===== src/rtl/rca_adder.sv =====
// N-bit ripple-carry adder with the sum, carry-out and signed overflow registered one cycle after in_valid.
// Latency 1 cycle, one operation per cycle, no backpressure: the result is valid only in the out_valid cycle.

module rca_fa (
  input  logic i_a,
  input  logic i_b,
  input  logic i_c,
  output logic o_s,
  output logic o_c
);
  logic w_p;

  assign w_p = i_a ^ i_b;
  assign o_s = w_p ^ i_c;
  assign o_c = (i_a & i_b) | (i_c & w_p);
endmodule

module rca_adder #(
  parameter int N = 4
) (
  input  logic         clk,
  input  logic         rst_n,
  input  logic         in_valid,
  input  logic [N-1:0] A,
  input  logic [N-1:0] B,
  input  logic         Cin,
  output logic [N-1:0] S,
  output logic         Cout,
  output logic         ovf,
  output logic         out_valid
);
  logic [N:0]   w_c;
  logic [N-1:0] w_s;
  logic         w_ovf;

  logic [N-1:0] r_s;
  logic         r_cout;
  logic         r_ovf;
  logic         r_vld;

  assign w_c[0] = Cin;

  for (genvar i = 0; i < N; i++) begin : g_fa
    rca_fa u_fa (
      .i_a (A[i]),
      .i_b (B[i]),
      .i_c (w_c[i]),
      .o_s (w_s[i]),
      .o_c (w_c[i+1])
    );
  end

  // For N=1, w_c[N-1] is Cin itself, so the same expression covers every width.
  assign w_ovf = w_c[N] ^ w_c[N-1];

  // Result registers only load when in_valid, so garbage on idle inputs never reaches the outputs.
  always_ff @(posedge clk or negedge rst_n) begin
    if (!rst_n) begin
      r_s    <= '0;
      r_cout <= 1'b0;
      r_ovf  <= 1'b0;
      r_vld  <= 1'b0;
    end else begin
      r_vld <= in_valid;
      if (in_valid) begin
        r_s    <= w_s;
        r_cout <= w_c[N];
        r_ovf  <= w_ovf;
      end
    end
  end

  assign S         = r_s;
  assign Cout      = r_cout;
  assign ovf       = r_ovf;
  assign out_valid = r_vld;
endmodule


===== config.mk =====
export PLATFORM = sky130hd
export DESIGN_NAME = rca_adder
export DESIGN_NICKNAME = d
export VERILOG_FILES = /design/src/rtl/rca_adder.sv
export SDC_FILE = /design/constraint.sdc
export NUM_CORES = 1
export LEC_CHECK = 0
export ABC_AREA = 0
export BUFFER_PORTS_ARGS = -buffer_cell sky130_fd_sc_hd__buf_2
export CAP_MARGIN = 20
export CORE_AREA = 2 2 39 41
export CTS_CLUSTER_SIZE = 24
export DETAILED_ROUTE_END_ITERATION = 8
export DIE_AREA = 0 0 41 43
export PLACE_DENSITY = 0.54
export SLEW_MARGIN = 20
export SYNTH_ARGS = -nofsm -noshare
export SYNTH_HDL_FRONTEND = slang
export SYNTH_SLANG_ARGS = --single-unit

===== constraint.sdc =====
create_clock -name clk -period 0.85 [get_ports clk]
set_clock_uncertainty 0.15 [all_clocks]
set_input_delay 0.085 -clock clk [delete_from_list [all_inputs] [get_ports clk]]
set_output_delay 0.085 -clock clk [all_outputs]
set_load 0.005 [all_outputs]

# Word-level counts from Yosys, hierarchy flattened
# Index checks and enable logic that the tools add are counted.
[totals] register_bits=7 inputBits=12 out_inout_bits=7 wordCells=25
[op_classes] bitwise=21
[op_table] operator="XOR 1 bit" count=9
[op_table] operator="bitwise AND 1 bit" count=8
[op_table] operator="OR 1 bit" count=4

# Logic depth before layout (Yosys ltp)
[depth] ltp_word=10 ltp_mapped=9 depth_no_buf=9

# Modules after synthesis
# From an unflattened synthesis, not the netlist that was laid out.
[hier_totals] cells_unflattened=20 hier_area_um2=359.1
[modules_own_cells] mod="rca_adder" n_inst=1 cells_per_inst=16 area_per_inst_um2=279.0 seq_area_each_um2=175.2
[modules_own_cells] mod="rca_fa" n_inst=4 cells_per_inst=1 area_per_inst_um2=20.0 seq_area_each_um2=0.0

# Worst setup path after synthesis
# No wires, ideal clock.
[synth_timing] kind="input to register" startpoint="in A[0]" endpoint="reg r_ovf, in the netlist ovf" setup_ns=0.125 t_arrival_ns=1.689 slack_ns=-1.114 cell_stages=9 n_path_buf=0 cell_sequence="fa_1 -> inv_1 -> fa_1 -> inv_1 -> fa_1 -> inv_1 -> fa_1 -> xnor2_1 -> mux2_4"
[synth_between] elab_chain_cells=10
[synth_rtl] element="start, declared" line_no="24" rtl="input logic [N-1:0] A,"
[synth_rtl] element="XOR 1 bit" line_no="13" rtl="assign w_p = i_a ^ i_b;"
[synth_rtl] element="bitwise AND 1 bit" line_no="15" rtl="assign o_c = (i_a & i_b) | (i_c & w_p);"
[synth_rtl] element="OR 1 bit (*)" line_no="15"
[synth_rtl] element="bitwise AND 1 bit (*)" line_no="15"
[synth_rtl] element="OR 1 bit (*)" line_no="15"
[synth_rtl] element="bitwise AND 1 bit (*)" line_no="15"
[synth_rtl] element="OR 1 bit (*)" line_no="15"
[synth_rtl] element="bitwise AND 1 bit" line_no="15"
[synth_rtl] element="OR 1 bit" line_no="15"
[synth_rtl] element="XOR 1 bit (*)" line_no="54" rtl="assign w_ovf = w_c[N] ^ w_c[N-1];"
[synth_rtl] element="end signal, assigned" line_no="68" rtl="r_ovf <= w_ovf;"
[synth_rtl] element="end, declared" line_no="38" rtl="logic r_ovf;"
# Mark *: on every way between the ends. The rest lies on a longest branch, timed or not.
# A chain may end at the register's enable or synchronous reset.

# Worst setup path in the final report
# Same ends and word-level chain as after synthesis.

==> impl_metrics.yaml <==
critical_path:
  r2r_slack_ns: -0.07
  worst_ep_arrival_time_ns: 1.74
  crit_path_start: "A[0]"
  critical_path.endpoint_type: "flip-flop"
  crit_path_start_kind: "primary input"
  reg2reg_from: "S[2]$_DFFE_PN0P_"
  crit_type: "in2reg"
  cp_slowest_cell: "fa_2"
  crit_path_max_incr_delay_ns: 0.37
  r2r_cells: 1
  required_ns: 0.83
  path_cells: "buf_6, fa_2, inv_2, fa_2, inv_2, fa_2, inv_2, fa_2, xnor2_1, mux2_4"
  cp_common_cell: "fa_2"
  r2r_end: "S[2]$_DFFE_PN0P_"
  cp_max_fo: 2
  critPathCapture: "ovf$_DFFE_PN0P_"
die:
  die_width_um: 41
  dieArea_um2: 1763
  rows: 14
  num_io_pins: 19
  initial_core_util: 0.2731
  core_region_area_um2: 1384
  fp.dieH_um: 43
synthesis:
  ys_types: 9
  ys_top_cells_by_area: "dfrtp_1 (46%), fa_1 (21%), mux2_4 (12%)"
  syn_area_per_cell_um2: 13.03
  yosysSeqAreaShare: 0.4636
  synth_nets: 45
  synth_common_cells: "inv_1 (8), dfrtp_1 (7), fa_1 (4), mux2_4 (3)"
  synth_edf_count: 0
  postSynthRegisterBits: 7
  syn-cell-area_um2: 377.9
  yosys_most_used_dff: "dfrtp_1"
  async_reset_ff_frac: 1.000
  yosysTopAreaCellShare: 0.4636
  synthCells: 29
  synth.most_common_cell: "inv_1"
  yosysTopAreaCell: "dfrtp_1"
  yosysWarnings: 0
drt:
  antenna_left: 0
  drc_errors: 0
  wl_per_cell_um: 8.532
  dr.pass1.iters: 2
  drt_iter0_markers: 5
  wl_um: 657
  viasPerCell: 3.922
  vias: 302
place:
  dp.cells: 68
  numPortBuffers: 18
  gp_congestion: 0.6710
  placed_area_um2: 531.8
sta:
  worst_pin_slew_ns: 0.1618
  max_freq_ghz: 0.5660
  fin_crit_ns: 1.767
  setup_viol: 13
  maxSlewViolCount: 0
  hold_violations: 0
  rsz0062_at_grt: "true"
  layout_worst_path_cycle_share: 2.079
  setup_ws_ns: -0.9168
  max-slew-margin-rel: 0.8921
power:
  powerDensity_nw_per_um2: 1736
  power.switching_mw: 0.2746
  sw_frac_of_total: 0.2449
  combPwrFrac: 0.359
  power_frac_seq: 0.382
  p_leak_nw: 0.3368
  clkPwrFrac: 0.259
  power.internal_mw: 0.8466
  ir_worst_vdd_mv: 0.5804
layout:
  antenna_cells: 0
  nNetsFinal: 78
  fillers: 132
  drive_gt1_frac: 0.7049
  finalNonFillerCells: 77
  stdcell_area_um2: 645.6
  area_growth_pct: 70.86
clock_network:
  tritoncts: "built"
  clkSinkCount: 7
  cts_htree_levels: 1
  numCtsBuffers: 3
  insertion_delay_ns: 0.24
  clk_path_buf_depth: 2
  clk_pin_slew_ns: 0.05
  root_buffer: "clkbuf_4"
job:
  maxCapViolations: 0
grt:
  grt_usage: 0.09746
  grt_pass1_vias: 326
  grt_max_degree: 8
  antenna_found_initial: 0
  grt_pass1_wl_um: 1152
  grt_overflow: 0
status:
  status: "finished with violations"
  violations: "setup timing"
worst_hold_path:
  hp-class: "in2reg"
## stage by stage
stage	utilization	total power, mW	setup slack [ns]	hold WS (ns)	TNS, ns
after global placement	0.3843	0.7301	-1.195	-0.2258	-5.184
after global routing	0.4665	1.202	-0.9965	0.02840	-5.359
after floorplan	-	0.5715	-1.037	-0.3606	-4.242
final	0.4665	1.121	-0.9168	0.02285	-4.756
after CTS	0.4584	1.132	-0.9201	0.02262	-4.747
after detailed placement	0.3843	0.7352	-1.202	-0.2212	-5.245
## routing by layer
| metal | track usage | vias up | wire length (um) |
|---|---|---|---|
| li1 | - | 149 | - |
| met1 | 0.1000 | 145 | 244 |
| met2 | 0.1688 | 8 | 383 |
| met3 | 0 | 0 | 29 |
| met4 | 0.08000 | 0 | 0 |
| met5 | 0 | - | 0 |
## sequential cells by signal (all words and copies together) (netlist names)
| name | flops |
|---|---|
| out_valid | 1 |
| ovf | 1 |
| Cout | 1 |
| S | 4 |
## final cells by class
type / count / area [um^2] / share of cell area
timing repair buffer: 29 / 215.2 / 0.3333
multi-input combinational: 13 / 178.9 / 0.2771
clock buffer: 4 / 26.28 / 0.04070
tap: 16 / 20.02 / 0.03101
inverter: 8 / 30.03 / 0.04651
sequential: 7 / 175.2 / 0.2713
## repair_timing
item                                   4_1_cts  5_1_grt
setup endpoints to repair                   13       13
buffers inserted                             4        1
hold buffers                                 1        0
pin swaps                                    2        0
endpoints found under the hold margin        7        0
gates cloned                                 0        0
resized for setup                            9        1
## worst max-delay path, delay by kind of cell
kind                     cells  cell delay, ns
XOR/XNOR                     1            0.07
buffers and inverters        4            0.24
multiplexers                 1            0.25
adder cells (fa/ha/maj)      4            1.09
## cells by family (layout without fill, tap and decap cells)
group / after synthesis / in the layout / synth area share
AND/OR/NAND/NOR: 2 / 2 / 0.01987
XOR/XNOR: 1 / 1 / 0.02318
flip-flops: 7 / 7 / 0.4636
adder cells (fa/ha/maj): 4 / 4 / 0.2119
multiplexers: 4 / 4 / 0.1457
buffers and inverters: 9 / 41 / 0.1093
AO/OA/AOI/OAI: 2 / 2 / 0.02649
## power by group through the flow
stage / logic, mW / registers [mW] / clock network (mW)
after global routing: 0.449 / 0.438 / 0.316
final: 0.403 / 0.428 / 0.290
after CTS: 0.401 / 0.430 / 0.301
after floorplan: 0.137 / 0.434 / 0
after global placement: 0.301 / 0.429 / 0
after detailed placement: 0.305 / 0.431 / 0
## how the worst min path moves through the flow
| stage | slack [ns] | to | cells past startpoint | startpoint |
|---|---|---|---|---|
| 2_1_floorplan | -0.36 | Cout$_DFFE_PN0P_ | 0 | rst_n |
| 3_3_place_gp | -0.23 | S[0]$_DFFE_PN0P_ | 1 | rst_n |
| 3_5_place_dp | -0.22 | S[1]$_DFFE_PN0P_ | 1 | rst_n |
| 4_1_cts | 0.02 | out_valid$_DFF_PN0_ | 2 | in_valid |
| 5_1_grt | 0.03 | out_valid$_DFF_PN0_ | 2 | in_valid |
| 6_report | 0.02 | out_valid$_DFF_PN0_ | 2 | in_valid |
## cell usage in the layout (no fill, tap or decap), drive strengths merged
cell         synthesis  routed
fa                   4       4
dlygate4sd3          0       1
mux2i                1       1
dfrtp                7       7
a21oi                2       2
nor2                 2       2
xnor2                1       1
mux2                 3       3
inv                  8       8
clkbuf               0       4
buf                  1      28
Note: power is estimated with default switching activity, not from simulation.
